==> src/rtl/btn_scan_debouncer.sv <==
// Debouncer for NUM_BTNS buttons. One prescaler and one stability datapath are shared by all buttons.
// A round-robin scan visits each button once per sample tick.
module btn_scan_debouncer #(
  parameter int CLK_FREQ       = 25_000_000,
  parameter int NUM_BTNS       = 4,
  parameter int SAMPLE_HZ      = 1_000,
  parameter int STABLE_SAMPLES = 10
) (
  input  logic                clk,
  input  logic                rst,
  input  logic [NUM_BTNS-1:0] btn_in,
  output logic [NUM_BTNS-1:0] btn_out,
  output logic [NUM_BTNS-1:0] btn_press,
  output logic [NUM_BTNS-1:0] btn_release,
  output logic                scan_busy
);

  localparam int TICK_DIV = CLK_FREQ / SAMPLE_HZ;
  localparam int PRESC_W  = (TICK_DIV > 1) ? $clog2(TICK_DIV) : 1;
  localparam int CNT_W    = $clog2(STABLE_SAMPLES + 1);
  localparam int IDX_W    = (NUM_BTNS > 1) ? $clog2(NUM_BTNS) : 1;

  localparam logic [PRESC_W-1:0] PRESC_MAX = PRESC_W'(TICK_DIV - 1);
  localparam logic [IDX_W-1:0]   IDX_LAST  = IDX_W'(NUM_BTNS - 1);
  localparam logic [CNT_W-1:0]   CNT_LAST  = CNT_W'(STABLE_SAMPLES - 1);

  generate
    if (TICK_DIV <= NUM_BTNS + 1) begin : g_tick_check
      $error("btn_scan_debouncer: TICK_DIV must exceed NUM_BTNS+1 so a scan ends before the next tick");
    end
    if (NUM_BTNS < 1 || STABLE_SAMPLES < 1) begin : g_size_check
      $error("btn_scan_debouncer: NUM_BTNS and STABLE_SAMPLES must be >= 1");
    end
  endgenerate

  typedef enum logic {IDLE, SCAN} state_t;

  logic [NUM_BTNS-1:0] meta_p0;
  logic [NUM_BTNS-1:0] sync_p1;
  logic [PRESC_W-1:0]  presc;
  logic                tick;
  state_t              state;
  state_t              state_nxt;
  logic [IDX_W-1:0]    idx;
  logic [IDX_W-1:0]    idx_nxt;
  logic [CNT_W-1:0]    cnt [NUM_BTNS];
  logic                cur_sync;
  logic                cur_out;
  logic [CNT_W-1:0]    cur_cnt;
  logic [CNT_W-1:0]    cnt_upd;
  logic                accept;

  // Stage p0/p1: two-flop synchroniser for the asynchronous button levels
  always_ff @(posedge clk or posedge rst) begin
    if (rst) begin
      meta_p0 <= '0;
      sync_p1 <= '0;
    end else begin
      meta_p0 <= btn_in;
      sync_p1 <= meta_p0;
    end
  end

  assign tick = (presc == PRESC_MAX);

  always_ff @(posedge clk or posedge rst) begin
    if (rst) begin
      presc <= '0;
    end else if (tick) begin
      presc <= '0;
    end else begin
      presc <= presc + 1'b1;
    end
  end

  always_ff @(posedge clk or posedge rst) begin
    if (rst) begin
      state <= IDLE;
      idx   <= '0;
    end else begin
      state <= state_nxt;
      idx   <= idx_nxt;
    end
  end

  // A tick arriving while in SCAN is deliberately dropped
  always_comb begin
    state_nxt = state;
    idx_nxt   = idx;
    case (state)
      IDLE: begin
        if (tick) begin
          state_nxt = SCAN;
          idx_nxt   = '0;
        end
      end
      SCAN: begin
        if (idx == IDX_LAST) begin
          state_nxt = IDLE;
          idx_nxt   = '0;
        end else begin
          idx_nxt = idx + 1'b1;
        end
      end
      default: begin
        state_nxt = IDLE;
        idx_nxt   = '0;
      end
    endcase
  end

  assign scan_busy = (state == SCAN);

  // Shared stability datapath: operand mux of the button selected by idx
  always_comb begin
    cur_sync = sync_p1[idx];
    cur_out  = btn_out[idx];
    cur_cnt  = cnt[idx];
    cnt_upd  = '0;
    accept   = 1'b0;
    if (cur_sync != cur_out) begin
      if (cur_cnt == CNT_LAST) begin
        accept = 1'b1;
      end else begin
        cnt_upd = cur_cnt + 1'b1;
      end
    end
  end

  // Stage p2: write-back of the selected button's counter and level; strobes self-clear
  always_ff @(posedge clk or posedge rst) begin
    if (rst) begin
      btn_out     <= '0;
      btn_press   <= '0;
      btn_release <= '0;
      for (int i = 0; i < NUM_BTNS; i++) begin
        cnt[i] <= '0;
      end
    end else begin
      btn_press   <= '0;
      btn_release <= '0;
      if (scan_busy) begin
        cnt[idx] <= cnt_upd;
        if (accept) begin
          btn_out[idx]     <= cur_sync;
          btn_press[idx]   <= cur_sync;
          btn_release[idx] <= ~cur_sync;
        end
      end
    end
  end

endmodule

==> config.mk <==
export PLATFORM = sky130hd
export DESIGN_NAME = btn_scan_debouncer
export DESIGN_NICKNAME = d
export VERILOG_FILES = /design/src/rtl/btn_scan_debouncer.sv
export SDC_FILE = /design/constraint.sdc
export NUM_CORES = 1
export LEC_CHECK = 0
export ABC_AREA = 1
export BUFFER_PORTS_ARGS = -buffer_cell sky130_fd_sc_hd__buf_2
export CAP_MARGIN = 20
export CORE_MARGIN = 4
export CORE_UTILIZATION = 54
export CTS_CLUSTER_DIAMETER = 100
export DETAILED_ROUTE_END_ITERATION = 8
export PLACE_DENSITY_LB_ADDON = 0.08
export SKIP_CTS_REPAIR_TIMING = 1
export SYNTH_ARGS = -nofsm -noshare
export SYNTH_HDL_FRONTEND = slang
export SYNTH_SLANG_ARGS = --single-unit
export TNS_END_PERCENT = 50
==> constraint.sdc <==
create_clock -name clk -period 1.9 [get_ports clk]
set_clock_uncertainty 0.2 [all_clocks]
set_input_delay 0.57 -clock clk [delete_from_list [all_inputs] [get_ports clk]]
set_output_delay 0.57 -clock clk [all_outputs]
set_load 0.01 [all_outputs]
==> impl_metrics.py, run 1 <==
metrics = {
    "power_and_ir_drop": {
        "p_int_w": 0.00174,
        "switching_share_pct": 19.3,
        "p_per_area_nw_per_um2": 633,
        "p_sw_w": 0.000415,
        "clockPowerShare_pct": 43.4,
        "comb_power_share_pct": 2.7,
        "power_w": 0.00215,
        "ir_drop_mv": 0.421,
        "leakagePower_nw": 1.82,
        "pwr-share-seq_pct": 53.9,
    },
    "yosys": {
        "netlist_area_um2": 2740,
        "syn_inst": 329,
        "synth_seq_cells": 54,
        "synth_nets": 342,
        "ys_warn_count": 0,
        "synth.distinct_cells": 26,
        "syn_avg_cell_area_um2": 8.32,
        "seq_area_frac_synth_pct": 49.4,
    },
    "placement": {
        "dp.cells": 432,
        "place_congestion": 0.906,
        "dp_hpwl_um": 4280,
        "port-buffer-count": 18,
    },
    "sta": {
        "fin_crit_ns": 1.88,
        "setup-tns-final_ns": 0,
        "tightest_slew_ns": 0.419,
        "timing.final.crit_share_pct": 98.7,
        "setup_viol": 0,
        "max_freq_mhz": 533,
        "rsz0062_at_grt": "yes",
        "slew_headroom_pct": 72.0,
        "hold_viol": 0,
        "drv_slew": 0,
    },
    "critical_path": {
        "crit_path_cell_trace": "clkinv_4 -> buf_6 -> nand2_2 -> nand3_1 -> nand2_1 -> nand2_2 -> nand2_4 -> nor2_4 -> buf_12 -> nand2_2 -> nand2_1 -> nand2_1",
        "cp-start-kind": "flip-flop",
        "crit_slowest_cell": "dfrtp_2",
        "cpPeakStageDelay_ns": 0.46,
        "crit_required_ns": 1.90,
        "crit_type": "reg2reg",
        "crit_arrival_ns": 1.87,
        "cp_max_fo": 8,
        "end_kind": "flip-flop",
    },
    "routing": {
        "dr.first_iter.drc_count": 137,
        "drt_first_pass_iters": 4,
        "routed_wl_um": 5980,
        "wl_met1_um": 2580,
        "dr_wl_met3_um": 212,
        "drcViolationCount": 0,
        "ant_nets": 0,
        "wl_met2_um": 3070,
        "routed-via-count": 2283,
        "viasPerCell": 5.17,
        "routed.top_layer": "met4",
        "avgRoutedWirePerCell_um": 13.5,
    },
    "cells_and_area": {
        "syn2layout_area_growth_pct": 24.0,
        "drive_gt1_share_pct": 29.6,
        "final_nets": 387,
        "diodes": 0,
        "fin_cells": 442,
        "postLayoutCoreUtil_pct": 70.5,
    },
    "clocking": {
        "cts_made_buffers": 5,
        "cts_sinks": 54,
        "cts-root-buf": "clkbuf_8",
        "clkTransAtPathRegs_ns": 0.10,
        "cts_buffer_depth": 2,
        "cts_max_level": 2,
        "cts_tree": "built",
        "clock_latency_ns": 0.31,
    },
    "global_routing": {
        "grt_overflow_total": 0,
        "antenna_found_initial": 0,
        "grt_pass1_vias": 2130,
        "grt_max_degree": 55,
        "grt_pass1_wl_um": 9800,
        "grt.total_usage_pct": 20.3,
    },
    "flow_run": {
        "drv_cap": 0,
    },
    "floorplanning": {
        "core_um2": 4820,
        "rows": 25,
        "die_h_um": 79.2,
        "die-area_um2": 6270,
        "initial_utilization_pct": 56.8,
        "die_width_um": 79.2,
        "ios": 19,
    },
    "worst_hold_path": {
        "min_path_type": "in2async",
    },
    "run_status": {
        "run_status": "completed",
    },
}
-- worst paths after layout --
kind / cells after the start / slack [ns] / end / start
setup / recovery: 12 / 0.02 / btn_out[3] / idx[0]
hold / removal: 3 / 0.10 / cnt[10] / rst
hold reg to reg: 0 / 0.16 / sync_p1[3] / meta_p0[3]
max in group asynchronous: 3 / 1.13 / idx[0] / rst
min in group clk: 0 / 0.16 / sync_p1[3] / meta_p0[3]
setup reg to reg: 12 / 0.02 / btn_out[3] / idx[0]
-- state kept, by name, indices dropped and copies added (netlist names) --
name	flops
idx	2
btn_press	4
cnt	16
btn_out	4
btn_release	4
scan_busy	1
presc	15
meta_p0	4
sync_p1	4
-- power by group through the flow --
| stage | clock network, W | registers (W) | logic, W |
|---|---|---|---|
| 6_report | 0.000933 | 0.00116 | 0.0000571 |
| 5_1_grt | 0.00101 | 0.00116 | 0.0000667 |
| 4_1_cts | 0.000958 | 0.00116 | 0.0000564 |
| 3_5_place_dp | 0 | 0.00118 | 0.0000563 |
| 3_3_place_gp | 0 | 0.00118 | 0.0000564 |
| 2_1_floorplan | 0 | 0.00118 | 0.0000331 |
-- layout by cell type, fill, tap and decap left out, drive strengths merged, types with 7 or more instances in the layout --
cell	instances
nor2	21
nand4	7
clkbuf	7
nand3	48
nand2	115
inv	42
o21ai	9
ha	7
buf	44
dfrtp	54
-- area by class of cell --
cell class                 instances  area [um^2]
sequential                        54         1350
timing repair buffer              45          358
clock inverter                     2         60.1
inverter                          44          174
tap                               67         83.8
fill                             391         1420
multi-input combinational        224         1280
clock buffer                       6         82.6
-- cells by family (layout without fill, tap and decap cells) --
family,Yosys count,in the layout,synth area share (%)
flip-flops,54,54,49.4
AO/OA/AOI/OAI,12,12,2.19
adder cells (fa/ha/maj),7,7,3.20
AND/OR/NAND/NOR,198,198,34.2
buffers and inverters,51,97,8.82
XOR/XNOR,7,7,2.24
-- synthesized netlist by cell type --
| library cell | n | area (um^2) |
|---|---|---|
| inv_2 | 1 | 3.75 |
| xor2_1 | 6 | 52.6 |
| nand2_2 | 9 | 56.3 |
| a21oi_1 | 3 | 15.0 |
| nand4_1 | 7 | 43.8 |
| o21ai_0 | 6 | 30.0 |
| buf_4 | 1 | 7.51 |
| nor2_4 | 2 | 22.5 |
| inv_1 | 42 | 158 |
| nor3_1 | 4 | 20.0 |
| buf_12 | 1 | 20.0 |
| nor2_1 | 17 | 63.8 |
| dfrtp_1 | 54 | 1350 |
| buf_6 | 3 | 33.8 |
| nand2_1 | 105 | 394 |
| o21ai_1 | 3 | 15.0 |
| nand3_1 | 39 | 195 |
| nor2_2 | 2 | 12.5 |
| nand3_2 | 9 | 90.1 |
| xnor2_1 | 1 | 8.76 |
| ha_1 | 7 | 87.6 |
| nand2_4 | 1 | 11.3 |
| buf_2 | 2 | 10.0 |
| nor3_2 | 2 | 20.0 |
| inv_6 | 1 | 8.76 |
| nor4_1 | 1 | 6.26 |
-- metal layers --
metal	vias to the layer above	GRT usage (%)
met3	14	3.63
met1	1090	25.9
li1	1121	-
met4	0	7.39
met2	58	34.3
met5	-	0
-- worst max-delay path, delay by kind of cell (launching register included) --
family / cells / cell delay (ns)
and+or+nand+nor: 9 / 0.75
DFF: 1 / 0.46
buffers and inverters: 3 / 0.36
-- metrics by stage --
stage | hold WS [ns] | setup WS [ns] | cell area, um^2
2_1_floorplan | 0.131 | -0.0114 | 2740
3_3_place_gp | 0.133 | 0.0401 | 3060
3_5_place_dp | 0.140 | 0.00399 | 3060
4_1_cts | 0.122 | -0.0123 | 3200
5_1_grt | 0.133 | -0.0979 | 3400
6_report | 0.102 | 0.0246 | 3400
Power figures use the tool's default switching activity.
==> run 2: changes to the inputs <==
--- a/config.mk
+++ b/config.mk
@@ -9,7 +9,7 @@
 export BUFFER_PORTS_ARGS = -buffer_cell sky130_fd_sc_hd__buf_2
 export CAP_MARGIN = 20
 export CORE_MARGIN = 4
-export CORE_UTILIZATION = 54
+export CORE_UTILIZATION = 60
 export CTS_CLUSTER_DIAMETER = 100
 export DETAILED_ROUTE_END_ITERATION = 8
 export PLACE_DENSITY_LB_ADDON = 0.08
==> constraint.sdc (replaced) <==
create_clock -name clk -period 2 [get_ports clk]
set_clock_uncertainty 0.2 [all_clocks]
set_input_delay 0.6 -clock clk [delete_from_list [all_inputs] [get_ports clk]]
set_output_delay 0.6 -clock clk [all_outputs]
set_load 0.01 [all_outputs]
==> run 2 against run 1 <==
Effect of this change: wire length decreased by 11%; power shrank 13%; cell area down 8.7%; global-route usage rose by 0.82 points; clock power is 23% lower; critical path depth down 2.
==> impl_metrics.py, run 2 (same netlist as run 1, synthesis figures left out) <==
metrics = {
    "placement": {
        "dp_hpwl_um": 3980,
        "place_congestion": 0.874,
        "place_area_um2": 2920,
        "port-buffer-count": 18,
    },
    "sta": {
        "setup_viol": 0,
        "hold_ws_ns": 0.0649,
        "tightest_slew_ns": 0.373,
        "max_freq_mhz": 529,
        "hold_viol": 0,
        "rsz0062_at_grt": "yes",
        "fin_crit_ns": 1.89,
        "timing.final.crit_share_pct": 94.6,
        "slew_headroom_pct": 75.1,
        "drv_slew": 0,
        "setup-tns-final_ns": 0,
    },
    "clocking": {
        "cts_tree": "built",
        "clkTransAtPathRegs_ns": 0.10,
        "cts_max_level": 2,
        "clock_latency_ns": 0.30,
        "cts_sinks": 54,
        "cts_buffer_depth": 2,
        "cts-root-buf": "clkbuf_8",
        "cts_made_buffers": 5,
    },
    "critical_path": {
        "crit_type": "reg2reg",
        "crit_arrival_ns": 1.87,
        "ff2ff_path_depth": 10,
        "cp_max_fo": 8,
        "r2r_start": "idx[0]",
        "end_kind": "flip-flop",
        "cp-start-kind": "flip-flop",
        "setup.worst_path.start": "idx[0]",
        "crit_required_ns": 1.98,
        "r2r_end": "cnt[1]",
        "ff2ff_setup_slack_ns": 0.11,
    },
    "power_and_ir_drop": {
        "leakagePower_nw": 1.72,
        "pwr-share-seq_pct": 58.8,
        "clockPowerShare_pct": 38.4,
        "switching_share_pct": 20.5,
        "ir_drop_mv": 0.436,
        "p_int_w": 0.00149,
        "p_per_area_nw_per_um2": 604,
        "comb_power_share_pct": 2.8,
        "p_sw_w": 0.000384,
    },
    "cells_and_area": {
        "final_nets": 372,
        "drive_gt1_share_pct": 19.4,
        "reg_top3": "cnt x16, presc x15",
        "largest-register": "cnt",
        "final_common_cell": "nand2_1",
        "syn2layout_area_growth_pct": 13.3,
        "mostFrequentLayoutCells": "nand2_1, dfrtp_1, inv_1",
        "largest_reg_flops": 16,
        "design_area_um2": 3100,
        "diodes": 0,
    },
    "routing": {
        "dr.first_iter.drc_count": 122,
        "routed_wl_um": 5350,
        "routed-via-count": 2150,
        "avgRoutedWirePerCell_um": 13.0,
        "ant_nets": 0,
        "viasPerCell": 5.22,
        "drt_first_pass_iters": 4,
        "drcViolationCount": 0,
    },
    "floorplanning": {
        "core_um2": 4380,
        "ios": 19,
        "die-area_um2": 5710,
        "die_width_um": 75.5,
        "rows": 24,
        "initial_utilization_pct": 62.4,
        "die_h_um": 75.5,
    },
    "run_status": {
        "run_status": "completed",
    },
    "global_routing": {
        "grt_max_degree": 28,
        "grt.total_usage_pct": 21.1,
        "grt_overflow_total": 0,
        "grt_pass1_wl_um": 9020,
        "grt_pass1_vias": 1973,
        "antenna_found_initial": 0,
    },
    "worst_hold_path": {
        "min_path_type": "in2async",
    },
    "flow_run": {
        "drv_cap": 0,
    },
}
-- run 2: changes by cell type in the layout (fill, tap and decap cells not counted), sizes merged --
cell	previous run	this run
clkinvlp	1	2
inv	42	43
clkbuf	7	6
buf	44	30
bufinv	2	1
clkinv	1	0
-- run 2: worst max-delay path, stage by stage (launching register included) --
cell,delay (ns)
dfrtp_2,0.47
buf_6,0.15
nand2_1,0.06
nand3_1,0.09
nand2_1,0.11
ha_2,0.20
nand3_2,0.10
nor2_4,0.17
nor2_4,0.08
nand3_1,0.08
o21ai_1,0.07
-- run 2: worst max path at each step --
stage                            end
final                         cnt[1]
after global placement    btn_out[2]
after global routing          cnt[2]
after floorplan           btn_out[3]
after CTS                 btn_out[1]
after detailed placement  btn_out[1]
-- run 2: area by class of cell --
class,count,area (um^2)
clock inverter,2,37.5
timing repair buffer,30,225
sequential,54,1350
fill,365,1280
multi-input combinational,224,1170
tap,52,65.1
clock buffer,6,72.6
inverter,44,176
-- run 2: metrics by stage --
step	std cells	setup WS, ns	utilization, %	total power [W]
6_report	412	0.108	70.7	0.00187
5_1_grt	412	-0.0335	70.7	0.00195
4_1_cts	409	0.0199	69.1	0.00190
3_5_place_dp	401	0.0292	66.6	0.00118
3_3_place_gp	401	0.0852	66.6	0.00118
2_1_floorplan	329	0.0886	-	0.00115
-- run 2: power by group through the flow --
| stage | registers (W) | clock network (W) | logic, W |
|---|---|---|---|
| after global routing | 0.00110 | 0.000783 | 0.0000606 |
| after detailed placement | 0.00112 | 0 | 0.0000547 |
| final | 0.00110 | 0.000718 | 0.0000529 |
| after CTS | 0.00110 | 0.000740 | 0.0000549 |
| after floorplan | 0.00112 | 0 | 0.0000315 |
| after global placement | 0.00112 | 0 | 0.0000540 |
-- run 2: metal layers --
layer / vias to the layer above / track usage, % / wire length, um
li1: 1089 / - / -
met1: 1021 / 26.7 / 2370
met2: 32 / 35.4 / 2740
met3: 8 / 4.09 / 147
met4: 0 / 8.74 / 93
met5: - / 0 / 0
==> run 3: changes to the inputs <==
--- a/config.mk
+++ b/config.mk
@@ -8,8 +8,10 @@
 export ABC_AREA = 1
 export BUFFER_PORTS_ARGS = -buffer_cell sky130_fd_sc_hd__buf_2
 export CAP_MARGIN = 20
+export CELL_PAD_IN_SITES_DETAIL_PLACEMENT = 1
+export CELL_PAD_IN_SITES_GLOBAL_PLACEMENT = 1
 export CORE_MARGIN = 4
-export CORE_UTILIZATION = 60
+export CORE_UTILIZATION = 45
 export CTS_CLUSTER_DIAMETER = 100
 export DETAILED_ROUTE_END_ITERATION = 8
 export PLACE_DENSITY_LB_ADDON = 0.08
==> run 3 against run 2 <==
Effect of this change: clock power fell by 9.7%; wire length up 34%; register-to-register slack worse by 0.08 ns; sequential cell count did not move; final cell count up 7.8%; fmax shrank 4.1%; hold slack lost 0.039 ns; sequential power about the same; die area is 30% higher; critical path type unchanged; critical endpoint is now btn_out[2]; largest power group unchanged.
==> impl_metrics.py, run 3 (same netlist as run 1, synthesis figures left out) <==
metrics = {
    "sta": {
        "timing.final.crit_share_pct": 98.7,
        "setup-tns-final_ns": 0,
        "max_freq_mhz": 507,
        "setup_viol": 0,
        "hold_viol": 0,
        "drv_slew": 0,
        "fin_crit_ns": 1.97,
        "hold_ws_ns": 0.0255,
        "tightest_slew_ns": 0.434,
        "slew_headroom_pct": 70.8,
        "rsz0062_at_grt": "yes",
    },
    "cells_and_area": {
        "syn2layout_area_growth_pct": 21.5,
        "final_common_cell": "nand2_1",
        "largest_reg_flops": 16,
        "design_area_um2": 3330,
        "fin_cells": 444,
        "final_nets": 381,
        "diodes": 0,
        "drive_gt1_share_pct": 26.8,
        "mostFrequentLayoutCells": "nand2_1, dfrtp_1, inv_1",
        "largest-register": "cnt",
        "reg_top3": "cnt x16, presc x15",
    },
    "floorplanning": {
        "die-area_um2": 7400,
        "ios": 19,
        "core_um2": 5920,
        "initial_utilization_pct": 46.2,
        "die_width_um": 86.0,
        "die_h_um": 86.0,
        "rows": 28,
    },
    "clocking": {
        "cts-root-buf": "clkbuf_8",
        "clkTransAtPathRegs_ns": 0.10,
        "cts_tree": "built",
        "cts_buffer_depth": 2,
        "clock_latency_ns": 0.32,
        "cts_max_level": 2,
        "cts_made_buffers": 5,
        "cts_sinks": 54,
    },
    "power_and_ir_drop": {
        "p_per_area_nw_per_um2": 543,
        "ir_drop_mv": 0.352,
        "leakagePower_nw": 1.78,
    },
    "critical_path": {
        "crit_required_ns": 2.02,
        "cp-start-kind": "flip-flop",
        "cp_max_fo": 7,
        "crit_arrival_ns": 1.99,
        "crit_type": "reg2reg",
        "end_kind": "flip-flop",
    },
    "routing": {
        "drt_first_pass_iters": 4,
        "dr.first_iter.drc_count": 109,
        "viasPerCell": 5.06,
        "drcViolationCount": 0,
        "routed_wl_um": 7180,
        "avgRoutedWirePerCell_um": 16.2,
        "ant_nets": 0,
        "routed-via-count": 2247,
    },
    "global_routing": {
        "grt_pass1_wl_um": 11600,
        "antenna_found_initial": 0,
        "grt.total_usage_pct": 20.0,
        "grt_overflow_total": 0,
        "grt_pass1_vias": 2476,
        "grt_max_degree": 44,
    },
    "run_status": {
        "run_status": "completed",
    },
    "flow_run": {
        "drv_cap": 0,
    },
    "placement": {
        "place_area_um2": 2980,
        "port-buffer-count": 18,
        "dp.cells": 429,
        "dp_hpwl_um": 4930,
        "place_congestion": 0.879,
    },
    "worst_hold_path": {
        "min_path_type": "in2async",
    },
}
run 3: cell types whose count changed in the layout (fill, tap and decap cells not counted), moves of 2 or more:
cell | previous run | this run
nand2_1 | 104 | 92
nand2_2 | 10 | 19
buf_4 | 7 | 14
nand3_1 | 38 | 31
nand3_2 | 10 | 15
nand2_4 | 1 | 4
ha_4 | 0 | 2
nand3_4 | 0 | 2
run 3: area by class of cell:
cell class              instances  area (um^2)
repair buffers                 39          314
well taps                      75         93.8
fillers                       721         2590
flip-flops and latches         54         1350
clock inverters                 3         25.0
inverters                      44          176
multi-input cells             224         1290
clock buffers                   5         68.8
run 3: worst max-delay path, cell delays in order, from the launching register on:
cell     delay, ns
dfrtp_2       0.48
buf_12        0.16
nand2_2       0.09
nand3_4       0.09
nand2_4       0.11
ha_4          0.16
nand3_4       0.08
nor2_4        0.16
buf_12        0.14
nand2_1       0.05
nand2_1       0.08
nand2_1       0.05
run 3: stage by stage:
stage	total power, W	util [%]	setup slack, ns
6_report	0.00181	56.2	0.0264
5_1_grt	0.00188	56.2	-0.0763
4_1_cts	0.00183	52.0	-0.0553
3_5_place_dp	0.00118	50.4	-0.0408
3_3_place_gp	0.00118	50.4	0.0374
2_1_floorplan	0.00115	-	0.0886
run 3: path summary, 6_finish.rpt:
check	startpoint	endpoint	slack (ns)	cells past startpoint
setup / recovery	idx[0]	btn_out[2]	0.03	11
hold / removal	rst	presc[8]	0.03	2
setup reg to reg	idx[0]	btn_out[2]	0.03	11
hold reg to reg	meta_p0[0]	sync_p1[0]	0.16	0
max in group asynchronous	rst	idx[0]	1.05	3
min in group clk	meta_p0[0]	sync_p1[0]	0.16	0
run 3: layer usage:
layer / vias to the layer above / track usage, % / part of all wire, %
met5: - / 0 / 0
met4: 0 / 7.19 / 1.5
met3: 10 / 3.46 / 1.8
met2: 16 / 35.9 / 56
met1: 1112 / 23.9 / 41
li1: 1109 / - / -
run 3: report_power, final:
| group | total (W) | switching (W) | internal [W] |
|---|---|---|---|
| Clock | 0.000648 | 0.000394 | 0.000254 |
| Combinational | 0.0000568 | 0.0000407 | 0.0000162 |
| Sequential | 0.00110 | 0.00000300 | 0.00110 |
